[src/rtl/video_frame_crc.sv]
// Per-frame video signature: CRC-32/MPEG-2 over active pixels plus pixel and line counts.
// Results are latched at each frame boundary and handed off over a valid/ack interface.
module video_frame_crc #(
    parameter int unsigned BPC    = 5,
    parameter int unsigned PIXW   = 24,
    parameter int unsigned LINEW  = 16,
    parameter int unsigned FRAMEW = 16
) (
    input  logic              clk_pix,
    input  logic              rst_pix_n,
    input  logic              en,
    input  logic              disp_de,
    input  logic              disp_frame,
    input  logic [BPC-1:0]    disp_r,
    input  logic [BPC-1:0]    disp_g,
    input  logic [BPC-1:0]    disp_b,
    output logic [31:0]       res_crc,
    output logic [PIXW-1:0]   res_pix,
    output logic [LINEW-1:0]  res_lines,
    output logic [FRAMEW-1:0] res_frame,
    output logic              res_valid,
    input  logic              res_ack,
    output logic              overrun
);

    localparam int unsigned DW      = 3 * BPC;
    localparam logic [31:0] CrcPoly = 32'h04C1_1DB7;
    localparam logic [31:0] CrcInit = 32'hFFFF_FFFF;

    typedef enum logic [0:0] {StSync, StRun} state_e;

    state_e            state_q, state_d;
    logic [31:0]       crc_q, crc_d;
    logic [PIXW-1:0]   pix_q, pix_d;
    logic [LINEW-1:0]  line_q, line_d;
    logic              de_prev_q, de_prev_d;
    logic [FRAMEW-1:0] frame_cnt_q, frame_cnt_d;
    logic [31:0]       res_crc_q, res_crc_d;
    logic [PIXW-1:0]   res_pix_q, res_pix_d;
    logic [LINEW-1:0]  res_lines_q, res_lines_d;
    logic [FRAMEW-1:0] res_frame_q, res_frame_d;
    logic              res_valid_q, res_valid_d;
    logic              overrun_q, overrun_d;

    logic              latch;
    logic              restart;
    logic              accumulate;
    logic [31:0]       base_crc;
    logic [PIXW-1:0]   base_pix;
    logic [LINEW-1:0]  base_line;
    logic              base_prev;
    logic [DW-1:0]     pixel;

    assign pixel = {disp_r, disp_g, disp_b};

    // Fold a whole pixel word into the CRC, MSB first, one bit per unrolled stage.
    function automatic logic [31:0] crc_update(input logic [31:0] crc, input logic [DW-1:0] data);
        logic [31:0] c;
        c = crc;
        for (int i = 0; i < DW; i++) begin
            if (c[31] ^ data[DW-1-i]) begin
                c = {c[30:0], 1'b0} ^ CrcPoly;
            end else begin
                c = {c[30:0], 1'b0};
            end
        end
        return c;
    endfunction

    // FSM next state, accumulator update and result latch/handshake.
    always_comb begin
        state_d     = state_q;
        frame_cnt_d = frame_cnt_q;
        res_crc_d   = res_crc_q;
        res_pix_d   = res_pix_q;
        res_lines_d = res_lines_q;
        res_frame_d = res_frame_q;
        res_valid_d = res_valid_q;
        overrun_d   = overrun_q;
        latch       = 1'b0;
        restart     = 1'b0;
        accumulate  = 1'b0;

        unique case (state_q)
            StSync: begin
                if (!en) begin
                    restart = 1'b1;
                end else if (disp_frame) begin
                    // Preceding frame was partial: start fresh, latch nothing.
                    state_d    = StRun;
                    restart    = 1'b1;
                    accumulate = 1'b1;
                end
            end
            StRun: begin
                if (!en) begin
                    state_d = StSync;
                    restart = 1'b1;
                end else if (disp_frame) begin
                    latch      = 1'b1;
                    restart    = 1'b1;
                    accumulate = 1'b1;
                end else begin
                    accumulate = 1'b1;
                end
            end
            default: begin
                state_d = StSync;
                restart = 1'b1;
            end
        endcase

        // A pixel coincident with disp_frame belongs to the new frame, so it folds
        // into freshly initialised accumulators.
        base_crc  = restart ? CrcInit : crc_q;
        base_pix  = restart ? '0 : pix_q;
        base_line = restart ? '0 : line_q;
        base_prev = restart ? 1'b0 : de_prev_q;

        crc_d     = base_crc;
        pix_d     = base_pix;
        line_d    = base_line;
        de_prev_d = base_prev;

        if (accumulate) begin
            de_prev_d = disp_de;
            if (disp_de) begin
                crc_d = crc_update(base_crc, pixel);
                if (!(&base_pix)) begin
                    pix_d = base_pix + PIXW'(1);
                end
                if (!base_prev && !(&base_line)) begin
                    line_d = base_line + LINEW'(1);
                end
            end
        end

        if (latch) begin
            res_crc_d   = crc_q;
            res_pix_d   = pix_q;
            res_lines_d = line_q;
            res_frame_d = frame_cnt_q;
            frame_cnt_d = frame_cnt_q + FRAMEW'(1);
            res_valid_d = 1'b1;
            // An ack in the latch cycle consumes the old result, so no overrun.
            if (res_valid_q && !res_ack) begin
                overrun_d = 1'b1;
            end
        end else if (res_valid_q && res_ack) begin
            res_valid_d = 1'b0;
        end
    end

    // State and output registers with asynchronous active-low reset.
    always_ff @(posedge clk_pix or negedge rst_pix_n) begin
        if (!rst_pix_n) begin
            state_q     <= StSync;
            crc_q       <= CrcInit;
            pix_q       <= '0;
            line_q      <= '0;
            de_prev_q   <= 1'b0;
            frame_cnt_q <= '0;
            res_crc_q   <= CrcInit;
            res_pix_q   <= '0;
            res_lines_q <= '0;
            res_frame_q <= '0;
            res_valid_q <= 1'b0;
            overrun_q   <= 1'b0;
        end else begin
            state_q     <= state_d;
            crc_q       <= crc_d;
            pix_q       <= pix_d;
            line_q      <= line_d;
            de_prev_q   <= de_prev_d;
            frame_cnt_q <= frame_cnt_d;
            res_crc_q   <= res_crc_d;
            res_pix_q   <= res_pix_d;
            res_lines_q <= res_lines_d;
            res_frame_q <= res_frame_d;
            res_valid_q <= res_valid_d;
            overrun_q   <= overrun_d;
        end
    end

    assign res_crc   = res_crc_q;
    assign res_pix   = res_pix_q;
    assign res_lines = res_lines_q;
    assign res_frame = res_frame_q;
    assign res_valid = res_valid_q;
    assign overrun   = overrun_q;

endmodule

[config.mk]
export PLATFORM = sky130hd
export DESIGN_NAME = video_frame_crc
export DESIGN_NICKNAME = d
export VERILOG_FILES = /design/src/rtl/video_frame_crc.sv
export SDC_FILE = /design/constraint.sdc
export NUM_CORES = 1
export LEC_CHECK = 0
export BUFFER_PORTS_ARGS = -buffer_cell sky130_fd_sc_hd__buf_2
export CAP_MARGIN = 20
export CORE_ASPECT_RATIO = 0.9
export CORE_MARGIN = 10
export CORE_UTILIZATION = 55
export DETAILED_ROUTE_END_ITERATION = 8
export GPL_TIMING_DRIVEN = 1
export HOLD_SLACK_MARGIN = 0.15
export PLACE_DENSITY = 0.76
export SLEW_MARGIN = 20
export SYNTH_ARGS = -nofsm -noshare
export SYNTH_HDL_FRONTEND = slang
export SYNTH_SLANG_ARGS = --single-unit
[constraint.sdc]
create_clock -name clk_pix -period 3.1 [get_ports clk_pix]
set_input_delay 0.775 -clock clk_pix [delete_from_list [all_inputs] [get_ports clk_pix]]
set_output_delay 0.775 -clock clk_pix [all_outputs]
set_load 0.1 [all_outputs]
==> run summary, run 1 <==
Worst Reg-to-Reg Cells - 8
worst min path class - in -> async
CP arrival - 3050 ps
CP Data Required Time - 3440 ps
Num CTS Buffers - 17
floorplan row count - 45
Slew Limit Fails - 0
Iteration-0 DRC Markers - 383
clk sink count - 180
CP Launch Type - input port
syn_area_per_cell - 9.679 sq um
synth top area cells - dfrtp_1 (31%), dfstp_2 (18%), nand2_1 (13%)
core area - 16780 sq um
Skew-Pair Late Insertion Delay - 430 ps
Die Wd - 157.4 um
Power Dens Cells - 921.5 nW/um^2
Final setup viols - 0
Bufs on Longest Clock Path - 2
Post-Syn Instances - 965
post-CTS setup buffers - 0
LEAKAGE - 5.159 nW
setup TNS - 0 ps
Crit Path Class - in -> reg
CTS tree - built
layout net count - 1108
worst slew margin relative to its limit - 0.5438
DRC - 0
area leader, netlist - dfrtp_1
die height - 143.6 um
drt pass-1 iters - 5
clk_skew - 9.930 ps
initial antenna violation count - 0
post_cts resized - 0
Vias/cell - 5.187
Peak VDD IR - 0.0009377 V
final period utilization - 0.8720
f_max - 0.3699 GHz
Internal - 5.845 mW
antenna viol nets, final - 0
starting density of the core - 0.5567
worst hold margin - 333.0 ps
Reg area - 4584 sq um
share of cells above drive strength 1 - 0.2534
GRT overflow - 0
Worst-path clk slew - 70 ps
top_reg_cell synth - dfrtp_1
number of enable flip-flop cells after synthesis - 0
Worst Setup End Kind - register
Synth Warn # - 0
Worst Tran Pin Value - 684.3 ps
first-pass GRT wire length - 35510 um
H-Tree Depth - 4
post-synth top area share - 0.3108
DR vias - 6784
P&R area growth vs syn - 16.42%
# fillers - 1391
Ant. Diodes - 0
most frequent cell after synthesis - nand2_1
area of the mapped netlist - 9340 sq um
die area - 22600 sq um
RSZ-0062 raised after global routing - no
max cap viols - 0
logic gate share of total power - 0.468
Tmin final - 2703 ps
wire length per cell - 16.34 um
Detailed Place HPWL - 15350 um
clock root cell - clkbuf_16
RePlAce Congestion - 0.9171
post-synthesis sequential area ratio - 0.4908
Post-synth ARST share - 1.000
Sw Pwr - 4.175 mW
Sw Share - 0.4167
Buffers on Ports - 110
most frequent cells after synthesis - nand2_1 (313), dfrtp_1 (116), xnor2_1 (108)
pin count of the biggest net entering global routing - 65
Final Hold Viols - 0
# IOs - 111
multi-input logic area - 4549 sq um
Syn Nets - 989
status - finished, final reports clean
WL final - 21370 um
vias in the first global route - 6952
synth unique cells - 50
CTS Hold Buffers Added - 0
Yosys reg bits - 180
CP Max Fanout - 22
Seq pwr share - 0.315
Total GRT Usage - 0.1962
clock share of power - 0.216
==> final timing paths <==
| kind | startpoint | to | slack (ps) |
|---|---|---|---|
| min in group clk_pix | res_crc[10]$_DFFE_PN1P_ | res_crc[10]$_DFFE_PN1P_ | 460 |
| max in group asynchronous | rst_pix_n | crc_q[0]$_DFF_PN1_ | 2040 |
| min | rst_pix_n | res_lines[1]$_DFFE_PN0P_ | 330 |
| max reg2reg | crc_q[31]$_DFF_PN1_ | crc_q[16]$_DFF_PN1_ | 440 |
| min reg2reg | res_crc[10]$_DFFE_PN1P_ | res_crc[10]$_DFFE_PN1P_ | 460 |
| max | disp_frame | crc_q[15]$_DFF_PN1_ | 400 |
==> stage by stage <==
step / total power, mW / area (sq um) / util / setup slack [ps] / std cells
after floorplan: 6.946 / 9340 / - / 192.9 / 965
final: 10.02 / 10870 / 0.6481 / 396.8 / 1308
after global routing: 10.50 / 10870 / 0.6481 / 206.4 / 1308
after global placement: 7.825 / 10280 / 0.6128 / 116.3 / 1276
after CTS: 10.08 / 10870 / 0.6481 / 422.0 / 1308
after detailed placement: 7.872 / 10280 / 0.6128 / 30.07 / 1276
==> layer usage <==
metal,share of wire,track usage,vias up
met3,0.047,0.04332,19
met5,0,0,-
met4,0.012,0.05211,0
met1,0.45,0.2527,3303
li1,-,-,3322
met2,0.49,0.3278,140
==> sequential cells by signal (all words and copies together), names as in the netlist <==
signal and count:
line_q 16, frame_cnt_q 16, res_pix 24, de_prev_q 1, crc_q 32, state_q 1
res_crc 32, pix_q 24, res_valid 1, res_lines 16, overrun 1, res_frame 16
==> power groups by stage <==
stage / Combinational, mW / Sequential [mW] / Clock [mW]
after floorplan: 2.70 / 4.25 / 0
after global placement: 4.64 / 3.18 / 0
after detailed placement: 4.68 / 3.19 / 0
after CTS: 4.72 / 3.16 / 2.21
after global routing: 4.99 / 3.21 / 2.30
final: 4.69 / 3.16 / 2.17
==> area by class of cell <==
type,instances,share of cell area
well taps,211,0.02428
clock inverters,13,0.01381
flip-flops and latches,180,0.4216
multi-input cells,735,0.4184
clock buffers,19,0.04073
inverters,3,0.001036
repair buffers,147,0.08020
==> kinds of logic (layout without fill, tap and decap cells) <==
family | Yosys count | in the layout | synth area share
AO/OA/AOI/OAI | 55 | 55 | 0.03215
XOR/XNOR | 193 | 193 | 0.2256
flip-flops | 180 | 180 | 0.4908
buffers and inverters | 50 | 182 | 0.02384
AND/OR/NAND/NOR | 483 | 483 | 0.2224
multiplexers | 1 | 1 | 0.001206
adder cells (fa/ha/maj) | 3 | 3 | 0.004019
==> cell usage in the layout, fill, tap and decap left out, types with 4 or more instances in the layout <==
cell and n:
a21oi_1 35, dfstp_2 64, nor2_4 4, o21ai_0 10, nor2_1 56, xnor2_4 7, and3_1 14, nor3_1 34
dfrtp_1 116, or3_1 4, xnor2_1 108, buf_4 34, xor2_1 53, xnor2_2 8, nand4_1 9, and2_1 7
nand3_1 21, clkbuf_16 17, buf_2 109, xor2_2 5, nand2_1 313, xnor3_1 5
==> critical path, cell delays in order <==
cell      delay, ps
buf_2            90
nand2b_4        320
nor2_2          120
xnor2_4         370
xor3_1          570
xnor2_1         190
xnor2_1         290
nor3_1          100
a211oi_1        200
Power figures use the tool's default switching activity.
==> run 2, diff against run 1 <==
--- a/config.mk
+++ b/config.mk
@@ -7,13 +7,15 @@
 export LEC_CHECK = 0
 export BUFFER_PORTS_ARGS = -buffer_cell sky130_fd_sc_hd__buf_2
 export CAP_MARGIN = 20
+export CELL_PAD_IN_SITES_DETAIL_PLACEMENT = 0
+export CELL_PAD_IN_SITES_GLOBAL_PLACEMENT = 1
 export CORE_ASPECT_RATIO = 0.9
 export CORE_MARGIN = 10
-export CORE_UTILIZATION = 55
+export CORE_UTILIZATION = 46
 export DETAILED_ROUTE_END_ITERATION = 8
 export GPL_TIMING_DRIVEN = 1
 export HOLD_SLACK_MARGIN = 0.15
-export PLACE_DENSITY = 0.76
+export PLACE_DENSITY_LB_ADDON = 0.1
 export SLEW_MARGIN = 20
 export SYNTH_ARGS = -nofsm -noshare
 export SYNTH_HDL_FRONTEND = slang
==> run 2 against run 1 <==
Net effect:
- cell area is 1.3% higher
- die area is 17% higher
- combinational power is 2% higher
- count of clock-buffer cells in the layout is 2 lower
- register-to-register slack better by 30 ps
- worst hold slack worse by 27 ps
- routed wire length is 7.3% higher
==> run summary, run 2 (synthesis gave the netlist of run 1 again) <==
DR vias - 6762 (-0.32%)
Iteration-0 DRC Markers - 437 (+14%)
wire length per cell - 16.93 um (+3.6%)
initial antenna violation count - 0 (unchanged)
worst hold margin - 306.4 ps (-26.57 ps)
RePlAce Congestion - 0.8942 (-2.5%)
clk_skew - 9.256 ps (-0.6744 ps)
Die Wd - 170.2 um (+8.2%)
final period utilization - 0.8503 (-0.02169)
core area - 19990 sq um (+19%)
antenna viol nets, final - 0 (unchanged)
LEAKAGE - 5.205 nW (+0.89%)
Worst Tran Pin Value - 670.0 ps (-14.26 ps)
Ant. Diodes - 0 (unchanged)
layout net count - 1110 (+0.18%)
WL final - 22930 um (+7.3%)
CP Data Required Time - 3460 ps (+20 ps)
# IOs - 111 (unchanged)
most frequent cells in the layout - nand2_1 (313), dfrtp_1 (116), buf_2 (109), xnor2_1 (108), dfstp_2 (64)
Tmin final - 2636 ps (-67.25 ps)
worst slew margin relative to its limit - 0.5522 (+0.008427)
status - finished, final reports clean
CP Launch Type - input port
RSZ-0062 raised after global routing - no
GRT overflow - 0 (unchanged)
pin count of the biggest net entering global routing - 79 (+22%)
floorplan row count - 49 (+8.9%)
Power Dens Cells - 935.8 nW/um^2 (+1.6%)
f_max - 0.3794 GHz (+2.6%)
CTS tree - built
CP Max Fanout - 18 (-18%)
Total GRT Usage - 0.1791 (-0.01712)
P&R area growth vs syn - 17.91%
drt pass-1 iters - 5 (unchanged)
Peak VDD IR - 0.0005462 V (-42%)
CTS Hold Buffers Added - 0 (unchanged)
post-CTS setup buffers - 0 (unchanged)
Skew-Pair Late Insertion Delay - 430 ps (about the same)
max cap viols - 0 (unchanged)
Slew Limit Fails - 0 (unchanged)
commonest non-fill, non-tap cell in the layout - nand2_1
Worst Setup End Kind - register
die height - 155.2 um (+8.0%)
Crit Path Class - in -> reg
die area - 26410 sq um (+17%)
clock root cell - clkbuf_16
Num CTS Buffers - 17 (unchanged)
worst min path class - in -> async
Setup crit start - disp_frame
setup TNS - 0 ps (unchanged)
first-pass GRT wire length - 37670 um (+6.1%)
Vias/cell - 4.994 (-3.7%)
Bufs on Longest Clock Path - 2 (unchanged)
Worst-path clk slew - 70 ps (about the same)
CP arrival - 3000 ps (-50 ps)
Buffers on Ports - 110 (unchanged)
Final setup viols - 0 (unchanged)
post_cts resized - 0 (unchanged)
starting density of the core - 0.4673 (-0.08935)
# fillers - 1842 (+32%)
share of cells above drive strength 1 - 0.2566 (+0.003178)
clk sink count - 180 (unchanged)
FF-to-FF Start - crc_q[29]$_DFF_PN1_
H-Tree Depth - 4 (unchanged)
vias in the first global route - 6856 (-1.4%)
Detailed Place HPWL - 16220 um (+5.7%)
Final Hold Viols - 0 (unchanged)
DRC - 0 (unchanged)
run 2: cell count changes in the layout (fill, tap and decap cells not counted), sizes merged:
cell      change
clkinv        -1
inv           +4
bufinv        +1
clkbuf        -2
clkinvlp      -2
buf           +2
run 2: path summary, 6_finish.rpt:
kind / to / slack (ps) / cells past startpoint
hold reg to reg: res_crc[24]$_DFFE_PN1P_ / 460 / 2
hold / removal: res_frame[0]$_DFFE_PN0P_ / 310 / 1
max in group asynchronous: res_lines[4]$_DFFE_PN0P_ / 2020 / 2
setup reg to reg: crc_q[14]$_DFF_PN1_ / 470 / 8
setup / recovery: crc_q[12]$_DFF_PN1_ / 460 / 10
min in group clk_pix: res_crc[24]$_DFFE_PN1P_ / 460 / 2
run 2: final cells by class:
class | instances | area, sq um | share of cell area
inverters | 3 | 11.26 | 0.001022
well taps | 255 | 319.1 | 0.02897
repair buffers | 149 | 912.1 | 0.08282
clock inverters | 15 | 211.5 | 0.01920
flip-flops and latches | 180 | 4584 | 0.4163
clock buffers | 17 | 425.4 | 0.03863
multi-input cells | 735 | 4549 | 0.4131
run 2: metrics by stage:
step / setup slack, ps / power, mW / utilization / instance area (sq um) / std cells
after floorplan: 192.9 / 6.946 / - / 9340 / 965
after global placement: 87.01 / 7.985 / 0.5192 / 10380 / 1322
after detailed placement: 41.80 / 7.991 / 0.5192 / 10380 / 1322
after CTS: 478.2 / 10.40 / 0.5510 / 11010 / 1354
after global routing: 329.3 / 10.85 / 0.5510 / 11010 / 1354
final: 464.0 / 10.31 / 0.5510 / 11010 / 1354
run 2: routing by layer:
| layer | vias to the layer above | wire [um] | track usage |
|---|---|---|---|
| met1 | 3266 | 11340 | 0.2544 |
| met5 | - | 0 | 0 |
| li1 | 3333 | - | - |
| met2 | 142 | 10040 | 0.2667 |
| met4 | 0 | 265 | 0.04716 |
| met3 | 21 | 1286 | 0.04376 |
run 2: critical path: stages:
cell	delay, ps
buf_2	110
nand2b_4	270
buf_4	230
nor2_4	110
xnor2_2	120
xnor2_4	430
xnor3_1	500
xor2_1	160
xnor2_1	130
a21oi_1	150
run 2: power by group:
| part | total, mW | switching (mW) | internal [mW] |
|---|---|---|---|
| sequential | 3.17 | 0.318 | 2.86 |
| combinational | 4.78 | 2.98 | 1.80 |
| clock | 2.35 | 1.04 | 1.31 |
| total | 10.3 | 4.33 | 5.97 |
==> run 3, diff against run 2 <==
--- a/config.mk
+++ b/config.mk
@@ -5,7 +5,8 @@
 export SDC_FILE = /design/constraint.sdc
 export NUM_CORES = 1
 export LEC_CHECK = 0
-export BUFFER_PORTS_ARGS = -buffer_cell sky130_fd_sc_hd__buf_2
+export ABC_CLOCK_PERIOD_IN_PS = 3100
+export BUFFER_PORTS_ARGS = -buffer_cell sky130_fd_sc_hd__buf_4
 export CAP_MARGIN = 20
 export CELL_PAD_IN_SITES_DETAIL_PLACEMENT = 0
 export CELL_PAD_IN_SITES_GLOBAL_PLACEMENT = 1
==> run 3 against run 2 <==
Net effect:
- power down 0.11%
- highest routed layer unchanged
- sequential share of layout area down 0.90 points
- largest cell class unchanged
- fmax down 0.92%
- cell area up 2.2%
- critical endpoint is now crc_q[27]$_DFF_PN1_
==> run summary, run 3 (synthesis gave the netlist of run 1 again) <==
core area - 19990 sq um (unchanged)
Slew Limit Fails - 0 (unchanged)
LEAKAGE - 5.222 nW (+0.33%)
Ant. Diodes - 0 (unchanged)
GRT overflow - 0 (unchanged)
Tmin final - 2660 ps (+24.38 ps)
crit path cell chain - buf_4 > nand2b_4 > buf_4 > nor2_1 > xnor3_1 > xor2_2 > xor2_1 > xnor2_1 > nor2_1 > a211oi_1
worst slew margin relative to its limit - 0.5347 (-0.01754)
WL final - 23160 um (+1.0%)
CP Launch Type - input port
CP Max Fanout - 15 (-3)
H-Tree Depth - 4 (unchanged)
commonest non-fill, non-tap cell in the layout - nand2_1
drt pass-1 iters - 5 (unchanged)
# fillers - 1845 (+0.16%)
die area - 26410 sq um (unchanged)
Final Hold Viols - 0 (unchanged)
most frequent cells in the layout - nand2_1 (313), buf_4 (146), dfrtp_1 (116), xnor2_1 (108), dfstp_2 (64)
Vias/cell - 4.951 (-0.87%)
post_cts resized - 0 (unchanged)
setup TNS - 0 ps (unchanged)
max cap viols - 0 (unchanged)
design area - 11260 sq um (+2.2%)
wire length per cell - 17.08 um (+0.85%)
floorplan row count - 49 (unchanged)
clk sink count - 180 (unchanged)
DR vias - 6713 (-0.72%)
total power - 10.30 mW (-0.11%)
Crit-path slowest cell - xnor3_1
f_max - 0.3759 GHz (-0.92%)
pin count of the biggest net entering global routing - 63 (-20%)
Worst-path clk slew - 60 ps (about the same)
final period utilization - 0.8582 (+0.007864)
Detailed Place HPWL - 16510 um (+1.8%)
RePlAce Congestion - 0.9178 (+2.6%)
CP Buf/Inv Count - 2 (unchanged)
CP Data Required Time - 3440 ps (-20 ps)
Total GRT Usage - 0.1792 (about the same)
Buffers on Ports - 110 (unchanged)
antenna viol nets, final - 0 (unchanged)
clock root cell - clkbuf_16
worst min path class - in -> async
Largest stage delay, worst path - 420 ps (-80 ps)
Skew-Pair Late Insertion Delay - 430 ps (about the same)
layout net count - 1112 (+0.18%)
CTS Hold Buffers Added - 0 (unchanged)
Worst Tran Pin Value - 698.0 ps (+27.94 ps)
share of cells above drive strength 1 - 0.2552 (-0.001374)
Die Wd - 170.2 um (unchanged)
Num CTS Buffers - 17 (unchanged)
Worst Slack Setup Final - 439.6 ps (-24.38 ps)
Final setup viols - 0 (unchanged)
CP arrival - 3000 ps (about the same)
P&R area growth vs syn - 20.52%
RSZ-0062 raised after global routing - no
delay-heaviest family, CP - XOR/XNOR gates
first-pass GRT wire length - 37660 um (about the same)
Worst Setup End Kind - register
starting density of the core - 0.4673 (unchanged)
Util after Layout - 0.5632 (+0.01221)
initial antenna violation count - 0 (unchanged)
# IOs - 111 (unchanged)
Crit Path Class - in -> reg
CTS tree - built
worst slack, placed - 34.04 ps (-7.761 ps)
DP Area - 10650 sq um (+2.7%)
Peak VDD IR - 0.0005091 V (-6.8%)
DRC - 0 (unchanged)
Bufs on Longest Clock Path - 2 (unchanged)
die height - 155.2 um (unchanged)
Power Dens Cells - 914.6 nW/um^2 (-2.3%)
clk_skew - 11.82 ps (+2.567 ps)
post-CTS setup buffers - 0 (unchanged)
status - finished, final reports clean
Iteration-0 DRC Markers - 451 (+3.2%)
vias in the first global route - 6754 (-1.5%)
==> run 3: path summary, 6_finish.rpt <==
path                            slack, ps                     from  depth (start not counted)                    endpoint
worst max register to register        450      crc_q[31]$_DFF_PN1_                          8         crc_q[16]$_DFF_PN1_
max in group asynchronous            2050                rst_pix_n                          2         crc_q[16]$_DFF_PN1_
worst min-delay path                  310                rst_pix_n                          1  frame_cnt_q[1]$_DFFE_PN0P_
worst max-delay path                  440               disp_frame                         10         crc_q[27]$_DFF_PN1_
min in group clk_pix                  460  res_crc[30]$_DFFE_PN1P_                          2     res_crc[30]$_DFFE_PN1P_
worst min register to register        460  res_crc[30]$_DFFE_PN1P_                          2     res_crc[30]$_DFFE_PN1P_
==> run 3: per-stage QoR <==
stage | instances | hold slack (ps)
floorplan | 965 | 434.9
global placement | 1324 | 446.0
detailed placement | 1324 | 448.9
CTS | 1356 | 307.4
global route | 1356 | 335.4
finish | 1356 | 313.3
==> run 3: report_power, final <==
group | total (mW) | switching [mW] | internal [mW] | leakage, nW
logic | 4.85 | 2.94 | 1.91 | 2.66
clock network | 2.25 | 0.964 | 1.29 | 0.289
registers | 3.20 | 0.341 | 2.86 | 2.28
total | 10.3 | 4.24 | 6.05 | 5.22
==> run 3: routing by layer <==
metal | wire [um] | up-vias | track usage | share of wire
li1 | - | 3330 | - | -
met4 | 140 | 0 | 0.04299 | 0.0060
met2 | 9914 | 118 | 0.2571 | 0.43
met1 | 11960 | 3253 | 0.2657 | 0.52
met3 | 1142 | 12 | 0.04149 | 0.049
met5 | 0 | - | 0 | 0
==> run 3: final cells by class <==
cell class	count	area [sq um]	area share
Clock inverter	13	172.7	0.01534
Clock buffer	19	432.9	0.03846
Multi-Input combinational cell	735	4549	0.4041
Timing Repair Buffer	151	1187	0.1055
Inverter	3	11.26	0.001000
Tap cell	255	319.1	0.02834
Sequential cell	180	4584	0.4072
